## src/rtl/cpu_writeback_pkg.sv

```systemverilog
// Shared opcode header for the writeback stage: branch codes, push-bit
// positions, FSM state encodings and stack limits.
package cpu_writeback_pkg;

  typedef enum logic [1:0] {
    UC_BR_NONE = 2'd0,
    UC_BR_JMP  = 2'd1,
    UC_BR_COND = 2'd2,
    UC_BR_RET  = 2'd3
  } br_code_e;

  localparam int PUSH_R1_BIT  = 2;
  localparam int PUSH_R0_BIT  = 1;
  localparam int PUSH_ALU_BIT = 0;

  typedef enum logic [1:0] {
    IDLE  = 2'd0,
    PUSH2 = 2'd1,
    PUSH3 = 2'd2
  } wb_state_e;

  localparam logic [10:0] SP_MAX = 11'd2047;

endpackage

```

## src/rtl/cpu_writeback.sv

```systemverilog
// Writeback stage: pops, up to three stack pushes (one per cycle, ALU result last)
// and branch resolution. First push/kill appear the cycle after accept; stall_4a holds upstream.
module cpu_writeback
  import cpu_writeback_pkg::*;
(
  input  logic        clk,
  input  logic        rst_b,
  input  logic        alu__cond_3a,
  input  logic [31:0] alu__out_3a,
  input  logic [1:0]  c__branch_3a,
  input  logic [2:0]  c__to_push_3a,
  input  logic [31:0] pc_3a,
  input  logic [34:0] r0_3a,
  input  logic [34:0] r1_3a,
  input  logic [10:0] st__to_pop_3a,
  input  logic [10:0] st__saved_pc_3a,
  output logic        kill_4a,
  output logic [31:0] pc_next_4a,
  output logic        stall_4a,
  output logic        stk_we,
  output logic [10:0] stk_waddr,
  output logic [34:0] stk_wdata,
  output logic [10:0] sp_4a,
  output logic        err_underflow,
  output logic        err_overflow
);

  wb_state_e   state;
  logic [34:0] hold_a, hold_b;
  logic        hold_b_vld;

  logic        accept, underflow, taken;
  logic [10:0] sp_pop, push_base, sp_next;
  logic [31:0] target;
  logic [1:0]  n_push;
  logic [34:0] slot0, slot1, slot2, push_val;
  logic [34:0] cand [3];
  logic [2:0]  sel;
  logic        push_go, push_ok;

  logic        pc_dbg_unused;
  assign pc_dbg_unused = ^pc_3a;

  assign accept   = (state == IDLE) && !kill_4a;
  assign stall_4a = (state != IDLE);

  assign underflow = (st__to_pop_3a > sp_4a);
  assign sp_pop    = underflow ? 11'd0 : sp_4a - st__to_pop_3a;

  // Compact the requested pushes into issue order r1, r0, alu.
  always_comb begin
    cand[0] = r1_3a;
    cand[1] = r0_3a;
    cand[2] = {3'b000, alu__out_3a};
    sel     = {c__to_push_3a[PUSH_ALU_BIT], c__to_push_3a[PUSH_R0_BIT], c__to_push_3a[PUSH_R1_BIT]};
    slot0   = '0;
    slot1   = '0;
    slot2   = '0;
    n_push  = 2'd0;
    for (int i = 0; i < 3; i++) begin
      if (sel[i]) begin
        if (n_push == 2'd0)      slot0 = cand[i];
        else if (n_push == 2'd1) slot1 = cand[i];
        else                     slot2 = cand[i];
        n_push = n_push + 2'd1;
      end
    end
  end

  always_comb begin
    taken  = 1'b0;
    target = alu__out_3a;
    case (br_code_e'(c__branch_3a))
      UC_BR_JMP:  taken = 1'b1;
      UC_BR_COND: taken = alu__cond_3a;
      UC_BR_RET: begin
        taken  = 1'b1;
        target = {21'b0, st__saved_pc_3a};
      end
      default:    taken = 1'b0;
    endcase
  end

  // Pushes issued from the accept cycle start at the post-pop pointer.
  always_comb begin
    push_go   = 1'b0;
    push_val  = hold_a;
    push_base = sp_4a;
    case (state)
      IDLE: begin
        if (accept) begin
          push_go   = (n_push != 2'd0);
          push_val  = slot0;
          push_base = sp_pop;
        end
      end
      PUSH2:   push_go = 1'b1;
      PUSH3: begin
        push_go  = 1'b1;
        push_val = hold_b;
      end
      default: push_go = 1'b0;
    endcase
  end

  assign push_ok = push_go && (push_base != SP_MAX);
  assign sp_next = push_ok ? push_base + 11'd1 : push_base;

  always_ff @(posedge clk or negedge rst_b) begin
    if (!rst_b) begin
      state         <= IDLE;
      hold_a        <= '0;
      hold_b        <= '0;
      hold_b_vld    <= 1'b0;
      kill_4a       <= 1'b0;
      pc_next_4a    <= '0;
      stk_we        <= 1'b0;
      stk_waddr     <= '0;
      stk_wdata     <= '0;
      sp_4a         <= '0;
      err_underflow <= 1'b0;
      err_overflow  <= 1'b0;
    end else begin
      stk_we  <= push_ok;
      sp_4a   <= sp_next;
      kill_4a <= accept && taken;
      if (push_ok) begin
        stk_waddr <= push_base;
        stk_wdata <= push_val;
      end
      if (push_go && !push_ok) err_overflow  <= 1'b1;
      if (accept && underflow) err_underflow <= 1'b1;
      if (accept && taken)     pc_next_4a    <= target;
      case (state)
        IDLE: begin
          if (accept && n_push >= 2'd2) begin
            state      <= PUSH2;
            hold_a     <= slot1;
            hold_b     <= slot2;
            hold_b_vld <= (n_push == 2'd3);
          end
        end
        PUSH2:   state <= hold_b_vld ? PUSH3 : IDLE;
        PUSH3:   state <= IDLE;
        default: state <= IDLE;
      endcase
    end
  end

endmodule

```

## config.mk

```make
export PLATFORM = sky130hd
export DESIGN_NAME = cpu_writeback
export DESIGN_NICKNAME = d
export VERILOG_FILES = /design/src/rtl/cpu_writeback_pkg.sv /design/src/rtl/cpu_writeback.sv
export SDC_FILE = /design/constraint.sdc
export NUM_CORES = 1
export LEC_CHECK = 0
export BUFFER_PORTS_ARGS = -buffer_cell sky130_fd_sc_hd__buf_2
export CORE_UTILIZATION = 35
export CTS_CLUSTER_SIZE = 40
export DETAILED_ROUTE_END_ITERATION = 16
export PLACE_DENSITY = 0.67
export SLEW_MARGIN = 0
export SYNTH_ARGS = -nofsm -noshare
export SYNTH_HDL_FRONTEND = slang
export SYNTH_SLANG_ARGS = --single-unit
```

## constraint.sdc

```tcl
create_clock -name clk -period 4.4 [get_ports clk]
set_clock_uncertainty 0.1 [all_clocks]
set_input_delay 0.88 -clock clk [delete_from_list [all_inputs] [get_ports clk]]
set_output_delay 0.88 -clock clk [all_outputs]
set_load 0.01 [all_outputs]
```

After elaboration in Yosys (flattened, before gate mapping)

Index checks and enable logic that the tools add are counted.

Input bits: 164
Word-level logic and storage cells: 77
Output and inout bits: 94
Bits in registers: 166

Multiplexer cells: 33
Add/subtract/negate cells: 4
$lt $le $gt $ge: 2
Equality and inequality tests: 10
Reduce and logical (&&, ||, !) cells: 16

Operators by type and width:

| cell                  | number |
|---|---|
| $mux 35               | 18 |
| $pmux 35 s2           | 1 |
| $mux 11               | 4 |
| $mux 32               | 1 |
| $add 11x1->11 const B | 1 |
| $gt 11x11->1          | 1 |
| $ne 11x11->1 const B  | 1 |
| $sub 11x11->11        | 1 |
| $eq 2x1->1 const B    | 4 |
| $eq 2x2->1 const B    | 4 |
| $mux 2                | 4 |
| $logic_and 1x1->1     | 6 |
| $logic_not 2->1       | 3 |
| $add 2x1->2 const B   | 2 |
| $pmux 1 s2            | 2 |
| $pmux 2 s2            | 1 |
| $reduce_bool 2->1     | 2 |
| $reduce_or 2->1       | 2 |
| $ge 2x2->1 const B    | 1 |
| $logic_not 1->1       | 2 |
| $mux 1                | 2 |
| $ne 2x1->1 const B    | 1 |
| $reduce_and 2->1      | 1 |

Longest topological paths before layout

Gate-level depths: netlist (run 1).

Word-level depth: 11
Depth in mapped cells: 15
Depth with buffers taken out: 12

Worst setup path before layout (run 1)

Ideal clock, no wire load.

Kind: input -> register
Start point: input port st__to_pop_3a[4]
End point: register stk_waddr[0]
Stages on the path: 15
Path slack: 0.452 ns
Library setup time: 0.125 ns
Required time: 4.175 ns
Arrival time: 3.723 ns
Buffers on the path: 3
Cell sequence: inv_1 ha_1 nand2_1 a211oi_2 o21ai_2 o21a_1 buf_6 o31ai_1 ha_1 o211ai_2 o21ai_4 inv_2 buf_6 buf_6 mux2_4

Cells in the longest elaborated chain, start to end: 6
Elaborated cells on any way between the ends: 7
Those cells by class: 1 x add/sub; 1 x order compare; 1 x eq/ne; 3 x mux; 1 x reduce/logical

Ends and longest elaborated chain:

| what                   | line                 | text |
|---|---|---|
| start: declaration     | cpu_writeback.sv:15  | `input logic [10:0] st__to_pop_3a,` |
| $gt 11x11->1 *         | cpu_writeback.sv:47  | `assign underflow = (st__to_pop_3a > sp_4a);` |
| $mux 11 *              | cpu_writeback.sv:48  | `assign sp_pop = underflow ? 11'd0 : sp_4a - st__to_pop_3a;` |
| $mux 11 *              | cpu_writeback.sv:91  | `if (accept) begin` |
| $mux 11 *              | cpu_writeback.sv:89  | `case (state)` |
| net push_base[0]       | cpu_writeback.sv:33  | `logic [10:0] sp_pop, push_base, sp_next;` |
| $ne 11x11->1           | cpu_writeback.sv:106 | `assign push_ok = push_go && (push_base != SP_MAX);` |
| $logic_and 1x1->1      | cpu_writeback.sv:106 |  |
| end signal: assignment | cpu_writeback.sv:128 | `stk_waddr <= push_base;` |
| end: declaration       | cpu_writeback.sv:21  | `output logic [10:0] stk_waddr,` |

The timed path passes the listed nets; every way through them passes the cells marked *.
A chain may end at the register's enable or synchronous reset.

Worst setup path in the final report (run 1)

Start point: register state[0]
End point: register pc_next_4a[22]

Cells in the longest elaborated chain, start to end: 3

Ends and longest elaborated chain:

| what                     | line                 | text |
|---|---|---|
| start: declaration       | cpu_writeback.sv:28  | `wb_state_e state;` |
| start signal: assignment | cpu_writeback.sv:143 | `PUSH2: state <= hold_b_vld ? PUSH3 : IDLE;` |
| $logic_not 2->1          | cpu_writeback.sv:44  | `assign accept = (state == IDLE) && !kill_4a;` |
| $logic_and 1x1->1        | cpu_writeback.sv:44  |  |
| $logic_and 1x1->1        | cpu_writeback.sv:133 | `if (accept && taken) pc_next_4a <= target;` |
| end signal: assignment   | cpu_writeback.sv:133 |  |
| end: declaration         | cpu_writeback.sv:18  | `output logic [31:0] pc_next_4a,` |

Every way passes these cells.

==> key figures, run 1 <==
Outcome
  • Status: completed

STA
  • Max-slew headroom: 22.2%
  • Final Max Tran Viols: 0
  • Hold Fails Final Rpt: 0
  • Clock period minus worst slack: 3.69 ns
  • Total Neg Setup Slack: 0 ns
  • Final period util: 83.8%
  • RSZ-0062 raised after global routing: no
  • F_max: 271 MHz
  • Setup violations, final: 0
  • Setup WS post-layout: 0.713 ns
  • Slew @ Worst Pin: 1.16 ns

Placement
  • Post-Place Cells: 1,445
  • Gpl congestion: 0.854
  • PortBufs: 225
  • Post-DP HPWL: 19,000 um
  • DP Worst Slack: 0.320 ns

Route
  • Final WL: 28,600 um
  • Vias per std cell: 5.54
  • DRC violations left: 0
  • Iter 0 DRT Violations: 789
  • DR pass1 iterations: 6
  • Routed Antenna Nets: 0
  • Via count: 8,200
  • WL/cell: 19.3 um

Clock network
  • Clock Latency Late Sink: 0.43 ns
  • TritonCTS clock tree: yes
  • CTS Hold Bufs: 0
  • Gates resized, CTS repair: 0
  • H-tree levels: 4
  • Setup bufs post-CTS: 0
  • Worst-path clk slew: 0.07 ns
  • Clock root buffer: clkbuf_16
  • Max Root-Sink Buffers: 2
  • Inserted Clock Buffers: 17
  • # clock sinks: 163

Finish
  • Nets: 1,318
  • Fill count: 2,453
  • Layout Cells excl Fill: 1,481
  • Fraction of layout cells with a size suffix above 1: 30.3%
  • Synth-to-layout area growth: 23.3%
  • Post-Route Utilization: 43.9%

Min path
  • Worst Hold Class: in -> async

Worst setup path
  • CP Cell Sequence: inv_1 > ha_1 > nand2b_1 > or2_2 > clkinv_1 > nand3_1 > nand2_1
  • Critical path class: reg -> reg
  • Max incr delay on CP: 1.02 ns
  • Worst Path Arrival: 3.90 ns
  • Crit path buffers/inverters: 2
  • CP max FO: 35
  • Slowest CP cell: clkinv_1
  • Critical Path Source Type: register
  • CP endpoint kind: register
  • Worst path top cell family by delay: simple AND/OR/NAND/NOR gates
  • Data required, critical path: 4.61 ns

Synthesis
  • #FFs+latches synth: 163
  • Syn_nets: 1,128
  • Post-Syn Area: 0.00897 mm^2
  • Most used DFF post-synth: dfrtp_1
  • Yosys warns: 0
  • Synth unique cells: 55
  • Synth Instances: 944
  • Syn Area/Cell: 9.50 um^2
  • Post-synth EDFFs: 0
  • Sequential area share after synthesis: 45.5%
  • Post-synthesis async set-or-reset flop share: 100%

Pwr
  • Switching share of power: 40.1%
  • Power Density: 727 mW/mm^2
  • Leak: 0.00534 uW
  • P_sw: 3230 uW
  • Sequential share of power: 31.6%
  • Pint: 4820 uW
  • Combinational share of power: 48.5%
  • Clk pwr share: 19.8%
  • VDD IR max: 0.344 mV

Floorplan
  • Die height: 162 um
  • Row count: 58
  • Initial Utilization: 35.6%
  • Core box area: 0.0252 mm^2
  • Chip Width: 162 um
  • Die area: 0.0263 mm^2
  • I/O pins: 258

Global routing
  • Global-route wire length before repair: 44,800 um
  • Overall Global Routing Usage: 22.1%
  • Vias in the first global route: 7,961
  • Largest net degree at the start of global routing: 97
  • Initial antenna violation count: 6
  • Total grt overflow: 0

Run
  • Max Cap Viol: 0
-- cells by family after synthesis --
kind of cell             count (synthesis)  synth area share, %
buffers and inverters                  101                 4.70
multiplexers                            59                 8.49
adder cells (fa/ha/maj)                 20                 2.96
AO/OA/AOI/OAI                          291                 22.6
AND/OR/NAND/NOR                        301                 14.9
XOR/XNOR                                 9                0.879
flip-flops                             163                 45.5
-- cells in the mapped netlist, drive strengths merged, types with 4 or more instances --
| master | instances | share of area, % |
|---|---|---|
| nand3 | 49 | 2.7 |
| a222oi | 27 | 3.0 |
| a22o | 41 | 4.0 |
| o211ai | 13 | 1.1 |
| o21a | 4 | 0.33 |
| nor3 | 32 | 1.8 |
| a31oi | 35 | 2.4 |
| o31ai | 5 | 0.73 |
| o21ai | 59 | 3.5 |
| dfrtp | 163 | 45 |
| nand2b | 4 | 0.28 |
| a21o | 4 | 0.33 |
| mux2 | 47 | 7.2 |
| a21oi | 57 | 3.2 |
| ha | 18 | 2.5 |
| xnor2 | 7 | 0.68 |
| inv | 23 | 0.96 |
| mux2i | 12 | 1.3 |
| or3 | 6 | 0.42 |
| buf | 16 | 1.1 |
| nand2 | 101 | 4.2 |
| clkbuf | 61 | 2.6 |
| and3 | 5 | 0.35 |
| a22oi | 35 | 2.9 |
| nor2 | 87 | 3.6 |
-- area by class of cell --
cell class	count	area [um^2]	area share (%)
Antenna cell	4	10.0	0.0905
Clock buffer	17	425	3.84
Clock inverter	15	195	1.76
Inverter	24	90.1	0.814
Multi-Input combinational cell	680	4510	40.7
Sequential cell	163	4080	36.9
Tap cell	330	413	3.73
Timing Repair Buffer	248	1340	12.1
-- cells in the final DEF (no fill, tap or decap), types with 3 or more instances in the layout --
cell and count:
inv_6 5, or3_1 6, nor3_1 31, clkbuf_16 17, diode_2 4, mux2i_1 12
nand2_1 100, nand2b_1 4, o31ai_1 3, a21oi_1 57, ha_1 17, buf_2 224
mux2_4 30, bufinv_16 3, nand3_1 49, a222oi_1 27, o211ai_1 12, a31oi_1 35
xnor2_1 7, or2_2 3, a21o_1 4, buf_12 3, a22oi_1 35, nor2_1 83
buf_4 20, clkinv_4 3, dfrtp_1 162, nor2_4 3, o21ai_0 57, and3_1 5
o21a_1 4, inv_1 22, mux2_2 17, a22o_1 41, nor2b_1 3
-- state kept, by name, indices dropped and copies added (netlist names) --
signal         count
hold_a            35
stk_wdata         35
hold_b            32
pc_next_4a        32
sp_4a             11
stk_waddr         11
state              2
err_overflow       1
err_underflow      1
hold_b_vld         1
kill_4a            1
stk_we             1
-- power groups by stage --
stage | clock [uW] | combinational, uW | sequential [uW]
6_report | 1590 | 3910 | 2540
3_3_place_gp | 0 | 3840 | 2540
3_5_place_dp | 0 | 3930 | 2540
4_1_cts | 1630 | 3920 | 2540
2_1_floorplan | 0 | 2570 | 2640
5_1_grt | 1690 | 4270 | 2620
-- per-stage QoR --
step	hold WS (ns)	power (uW)	instance area, um^2
floorplan	0.340	5210	8970
detailed placement	0.345	6480	10400
CTS	0.362	8100	11100
finish	0.333	8040	11100
global route	0.388	8580	11100
global placement	0.350	6380	10400
-- metal layers --
metal  wire length (um)  global-route usage [%]  part of all wire (%)  up-vias
li1                   -                       -                     -     3851
met1              12800                    29.8                    45     3920
met2              13000                    34.4                    45      376
met3               2240                    5.11                   7.8       49
met4                558                    8.23                   2.0        4
met5                 18                       0                 0.063        -
-- path summary, 6_finish.rpt --
| kind | startpoint | end | slack, ns | depth (start not counted) |
|---|---|---|---|---|
| max | state[0]$_DFFE_PN0P_ | pc_next_4a[22]$_DFFE_PN0P_ | 0.71 | 7 |
| min | rst_b | pc_next_4a[24]$_DFFE_PN0P_ | 0.33 | 1 |
| max reg2reg | state[0]$_DFFE_PN0P_ | pc_next_4a[22]$_DFFE_PN0P_ | 0.71 | 7 |
| min reg2reg | err_underflow$_DFFE_PN0P_ | err_underflow$_DFFE_PN0P_ | 0.36 | 1 |
| max in group asynchronous | rst_b | stk_wdata[19]$_DFFE_PN0N_ | 2.91 | 2 |
| min in group clk | err_underflow$_DFFE_PN0P_ | err_underflow$_DFFE_PN0P_ | 0.36 | 1 |
Note: power is estimated with default switching activity, not from simulation.
==> inputs of run 2 (changes only) <==
- clock period: 4.4 -> 3.6 ns (I/O delays scaled with it)
==> run 2 against run 1 <==
  * Fmax is 13% higher
  * Routed wire length grew 0.55%
  * Hold slack lost 0.15 ns
  * Sequential share of layout area is 0.90 points lower
  * Sequential power rose by 22%
  * Power rose by 26%
  * Register-to-register slack lost 0.37 ns
  * Worst setup slack got worse by 0.37 ns
  * Critical path type unchanged
  * Critical path depth grew 6
  * Sequential cell count did not move
==> key figures, run 2 (synthesis gave the netlist of run 1 again) <==
Clock network
  • Clock Latency Late Sink: 0.43 ns
  • Clock root buffer: clkbuf_16
  • # clock sinks: 163
  • Max Root-Sink Buffers: 2
  • CTS Hold Bufs: 0
  • Setup bufs post-CTS: 0
  • Inserted Clock Buffers: 17
  • H-tree levels: 4
  • TritonCTS clock tree: yes
  • Worst-path clk slew: 0.07 ns
  • Gates resized, CTS repair: 0

Route
  • DR pass1 iterations: 5
  • DRC violations left: 0
  • Iter 0 DRT Violations: 800
  • Via count: 8,267
  • Routed Antenna Nets: 0
  • WL/cell: 19.1 um
  • Vias per std cell: 5.49
  • Final WL: 28,700 um

STA
  • Hold Fails Final Rpt: 0
  • Max-slew headroom: 21.6%
  • Hold Slack: 0.186 ns
  • Final period util: 90.4%
  • Setup WS post-layout: 0.345 ns
  • Setup violations, final: 0
  • F_max: 307 MHz
  • Total Neg Setup Slack: 0 ns
  • Slew @ Worst Pin: 1.17 ns
  • Final Max Tran Viols: 0
  • Clock period minus worst slack: 3.26 ns
  • RSZ-0062 raised after global routing: no

Global routing
  • Overall Global Routing Usage: 22.4%
  • Global-route wire length before repair: 45,200 um
  • Initial antenna violation count: 8
  • Vias in the first global route: 8,183
  • Total grt overflow: 0
  • Largest net degree at the start of global routing: 73

Floorplan
  • Die height: 162 um
  • Die area: 0.0263 mm^2
  • I/O pins: 258
  • Core box area: 0.0252 mm^2
  • Chip Width: 162 um
  • Initial Utilization: 35.6%
  • Row count: 58

Worst setup path
  • Worst Path Arrival: 3.47 ns
  • Critical Path Source Type: register
  • CP endpoint kind: register
  • Data required, critical path: 3.81 ns
  • Critical path class: reg -> reg
  • Max incr delay on CP: 0.40 ns
  • CP Cell Sequence: inv_1 > ha_1 > fa_1 > nor2b_1 > o2111ai_1 > a311o_1 > o211ai_1 > nor3_1 > o211ai_2 > o21ai_4 > inv_2 > buf_12 > mux2_2
  • CP max FO: 23
  • Slowest CP cell: a311o_1

Pwr
  • Clk pwr share: 20.8%
  • Power Density: 891 mW/mm^2
  • Pint: 6170 uW
  • Switching share of power: 38.9%
  • P_sw: 3940 uW
  • VDD IR max: 0.481 mV
  • Leak: 0.00548 uW
  • Combinational share of power: 48.5%
  • Sequential share of power: 30.7%

Finish
  • Fraction of layout cells with a size suffix above 1: 31.8%
  • Commonest non-fill, non-tap cell in the layout: buf_2
  • Biggest registers after layout: hold_a: 35 flops, stk_wdata: 35 flops
  • Nets: 1,339
  • Synth-to-layout area growth: 26.4%
  • Most frequent cells in the layout: 224 x buf_2, 162 x dfrtp_1, 100 x nand2_1, 83 x nor2_1
  • Final instance area: 0.0113 mm^2

Placement
  • Gpl congestion: 0.878
  • Post-DP HPWL: 19,600 um
  • DP Worst Slack: -0.0881 ns
  • PortBufs: 225
  • Area post-placement: 0.0106 mm^2

Outcome
  • Status: completed

Run
  • Max Cap Viol: 0

Min path
  • Worst Hold Class: in -> async
==> run 2: changes by cell type in the layout (fill, tap and decap cells not counted), sizes merged <==
| cell | before | now |
|---|---|---|
| buf | 248 | 269 |
| bufinv | 3 | 5 |
| diode | 4 | 9 |
| clkbuf | 17 | 21 |
| inv | 30 | 24 |
==> run 2: final timing paths <==
kind	from	endpoint	slack, ns	cells past startpoint
setup / recovery	sp_4a[0]$_DFF_PN0_	stk_waddr[8]$_DFFE_PN0N_	0.34	13
hold / removal	rst_b	pc_next_4a[28]$_DFFE_PN0P_	0.19	1
setup reg to reg	sp_4a[0]$_DFF_PN0_	stk_waddr[8]$_DFFE_PN0N_	0.34	13
hold reg to reg	pc_next_4a[23]$_DFFE_PN0P_	pc_next_4a[23]$_DFFE_PN0P_	0.37	2
max in group asynchronous	rst_b	stk_wdata[13]$_DFFE_PN0N_	2.36	2
min in group clk	pc_next_4a[23]$_DFFE_PN0P_	pc_next_4a[23]$_DFFE_PN0P_	0.37	2
==> run 2: final cells by class <==
cell class                      instances  area, um^2
Timing Repair Buffer                  269        1530
Inverter                               24        90.1
Fill cell                            2455       13800
Clock inverter                         11         198
Tap cell                              330         413
Sequential cell                       163        4080
Multi-Input combinational cell        680        4530
Clock buffer                           21         480
Antenna cell                            9        22.5
==> run 2: critical path, delay by kind of cell, from the launching register on <==
kind,cells,cell delay (ns)
compound gates,5,1.07
fa+ha+maj,2,0.57
buf+inv,3,0.39
flops,1,0.37
mux,1,0.36
simple gates,2,0.28
==> run 2: per-layer routing <==
| layer | vias to the layer above | global-route usage [%] | wire [um] |
|---|---|---|---|
| met4 | 2 | 8.15 | 554 |
| li1 | 3894 | - | - |
| met2 | 362 | 35.1 | 13200 |
| met1 | 3962 | 30.0 | 12800 |
| met5 | - | 0 | 8 |
| met3 | 47 | 5.21 | 2200 |
==> run 2: power groups by stage <==
stage	registers [uW]	clock network, uW	logic, uW
floorplan	3230	0	3180
global placement	3100	0	4830
detailed placement	3110	0	4940
CTS	3100	2140	4930
global route	3190	2200	5360
finish	3110	2100	4900
==> run 2: stage by stage <==
| step | util, % | total power, uW | cells |
|---|---|---|---|
| 2_1_floorplan | - | 6410 | 944 |
| 3_3_place_gp | 42.3 | 7930 | 1466 |
| 3_5_place_dp | 42.3 | 8050 | 1466 |
| 4_1_cts | 45.0 | 10200 | 1498 |
| 5_1_grt | 45.0 | 10800 | 1503 |
| 6_report | 45.0 | 10100 | 1507 |
==> inputs of run 3 (changes only) <==
- ABC_AREA: not set -> 1
- PLACE_DENSITY: 0.67 -> 0.66
==> run 3 against run 2 <==
  * Worst setup slack gained 0.064 ns
  * Synthesized cell count grew 26%
  * Hold slack gained 0.025 ns
  * Core utilization shrank 1.0 points
  * Power shrank 12%
  * Non-clock buffer count shrank 2
  * Fmax grew 2.0%
  * Sequential power shrank 9.0%
  * Critical endpoint is now hold_b[25]$_DFFE_PN0P_
  * Highest routed layer unchanged
==> key figures, run 3 <==
Pwr
  • Sequential share of power: 31.8%
  • Combinational share of power: 47.8%
  • VDD IR max: 0.369 mV
  • P_sw: 3990 uW
  • Leak: 0.00590 uW
  • Switching share of power: 44.8%
  • Power Density: 778 mW/mm^2
  • Clk pwr share: 20.3%
  • Pint: 4910 uW

Global routing
  • Initial antenna violation count: 2
  • M1 GR Usage: 29.3%
  • GR Layer Usage met2: 36.1%
  • Overall Global Routing Usage: 21.9%
  • Total grt overflow: 0
  • Global-route wire length before repair: 45,700 um
  • Global route hottest layer: met2
  • Vias in the first global route: 8,512
  • Largest net degree at the start of global routing: 89
  • Met3 usage: 4.87%

Worst setup path
  • Cell mode on critical path: nand2_1
  • Worst Path Arrival: 3.42 ns
  • Data required, critical path: 3.83 ns
  • Slowest CP cell: clkinv_2
  • CP endpoint kind: register
  • CP max FO: 88
  • CP Cell Sequence: inv_1 > ha_1 > nand2_1 > inv_2 > buf_4 > nand2_1 > clkinv_2 > buf_12 > nand2_1 > o32ai_1
  • Critical path class: reg -> reg
  • Max incr delay on CP: 0.46 ns
  • Worst R2R Start: state[1]$_DFFE_PN0P_
  • Crit path from: state[1]$_DFFE_PN0P_
  • Crit path buffers/inverters: 5
  • Critical Path Source Type: register
  • Worst path top cell family by delay: buffers and inverters

Clock network
  • Inserted Clock Buffers: 17
  • # clock sinks: 163
  • Gates resized, CTS repair: 0
  • Worst-path clk slew: 0.07 ns
  • TritonCTS clock tree: yes
  • CTS Hold Bufs: 0
  • H-tree levels: 4
  • Setup bufs post-CTS: 0
  • Clock Latency Late Sink: 0.42 ns
  • Clock root buffer: clkbuf_16
  • Max Root-Sink Buffers: 2

Finish
  • Fill count: 2,673
  • Nets: 1,588
  • Fraction of layout cells with a size suffix above 1: 23.7%
  • Post-Route Utilization: 44.0%
  • Synth-to-layout area growth: 23.7%
  • Most frequent cells in the layout: 325 x nand2_1, 224 x buf_2, 163 x dfrtp_1, 149 x inv_1, 120 x o21ai_0
  • Layout Cells excl Fill: 1,754
  • Biggest registers after layout: hold_a: 35 flops, stk_wdata: 35 flops
  • Commonest non-fill, non-tap cell in the layout: nand2_1

Route
  • Routed Antenna Nets: 0
  • Iter 0 DRT Violations: 722
  • Final WL: 28,600 um
  • DRC violations left: 0
  • Via count: 9,020
  • Vias per std cell: 5.14
  • WL/cell: 16.3 um
  • DR pass1 iterations: 5

Synthesis
  • Synth Instances: 1,193
  • Dominant cell by count in the synthesized netlist: nand2_1
  • Syn_nets: 1,377
  • Post-Syn Area: 0.00924 mm^2
  • Most used DFF post-synth: dfrtp_1
  • Post-synthesis async set-or-reset flop share: 100%
  • #FFs+latches synth: 163
  • Area leader, netlist: dfrtp_1
  • Post-synth EDFFs: 0
  • Synth unique cells: 36
  • Syn Area/Cell: 7.75 um^2
  • Leading post-synthesis cells by cell area: dfrtp_1 44%, nand2_1 13%, o211ai_1 7.1%, o21ai_0 6.5%, inv_1 6.1%
  • Commonest cells in the synthesized netlist: 326 x nand2_1, 163 x dfrtp_1, 150 x inv_1, 120 x o21ai_0, 87 x o211ai_1
  • Top cell type's share of synthesized area: 44.1%
  • Sequential area share after synthesis: 44.1%
  • Yosys warns: 0

Placement
  • Gpl congestion: 0.896
  • Post-DP HPWL: 19,900 um
  • PortBufs: 225
  • Post-Place Cells: 1,720

STA
  • F_max: 313 MHz
  • Final period util: 88.7%
  • Final Max Tran Viols: 0
  • Max-slew headroom: 33.6%
  • Total Neg Setup Slack: 0 ns
  • Hold Fails Final Rpt: 0
  • Setup violations, final: 0
  • Clock period minus worst slack: 3.19 ns
  • RSZ-0062 raised after global routing: no
  • Slew @ Worst Pin: 0.993 ns

Outcome
  • Status: completed

Floorplan
  • Core box area: 0.0260 mm^2
  • Die area: 0.0271 mm^2
  • Die height: 164 um
  • Row count: 59
  • Chip Width: 164 um
  • Initial Utilization: 35.6%
  • I/O pins: 258

Min path
  • Worst Hold Class: in -> async

Run
  • Max Cap Viol: 0
==> run 3: through the flow <==
stage	worst slack [ns]	hold slack [ns]	power (uW)	area [um^2]
floorplan	0.509	0.324	5630	9240
global placement	0.0130	0.358	7070	10800
detailed placement	0.00205	0.360	7130	10800
CTS	0.416	0.254	8970	11400
global route	0.157	0.283	9590	11400
finish	0.409	0.212	8890	11400
==> run 3: power groups by stage <==
stage	combinational [uW]	sequential [uW]	clock, uW
2_1_floorplan	2640	2990	0
3_3_place_gp	4220	2850	0
3_5_place_dp	4270	2860	0
4_1_cts	4290	2830	1850
5_1_grt	4760	2900	1930
6_report	4250	2830	1810
==> run 3: final timing paths <==
check,to,slack (ns),depth (start not counted)
setup / recovery,hold_b[25]$_DFFE_PN0P_,0.41,10
hold reg to reg,stk_waddr[6]$_DFFE_PN0N_,0.37,2
hold / removal,stk_wdata[15]$_DFFE_PN0N_,0.21,1
min in group clk,stk_waddr[6]$_DFFE_PN0N_,0.37,2
max in group asynchronous,sp_4a[8]$_DFF_PN0_,2.38,2
setup reg to reg,hold_b[25]$_DFFE_PN0P_,0.41,10
==> run 3: routing by layer <==
| layer | wire (um) | vias to the layer above |
|---|---|---|
| met1 | 12900 | 4271 |
| li1 | - | 4410 |
| met5 | 13 | - |
| met4 | 364 | 2 |
| met2 | 13400 | 305 |
| met3 | 1910 | 32 |
==> run 3: layout make-up <==
type	count	area [um^2]	share of cell area [%]
Multi-Input combinational cell	795	4230	37.0
Sequential cell	163	4080	35.7
Antenna cell	2	5.00	0.0438
Inverter	160	602	5.26
Clock inverter	15	166	1.46
Timing Repair Buffer	267	1510	13.2
Tap cell	335	419	3.67
Clock buffer	17	425	3.72
==> run 3: cell families (layout without fill, tap and decap cells) <==
group | after synthesis | after routing | synth area share (%)
adder cells (fa/ha/maj) | 20 | 20 | 2.87
other | 0 | 2 | 0
AND/OR/NAND/NOR | 464 | 464 | 20.9
buffers and inverters | 235 | 459 | 10.5
XOR/XNOR | 7 | 7 | 0.664
AO/OA/AOI/OAI | 304 | 304 | 20.9
flip-flops | 163 | 163 | 44.1
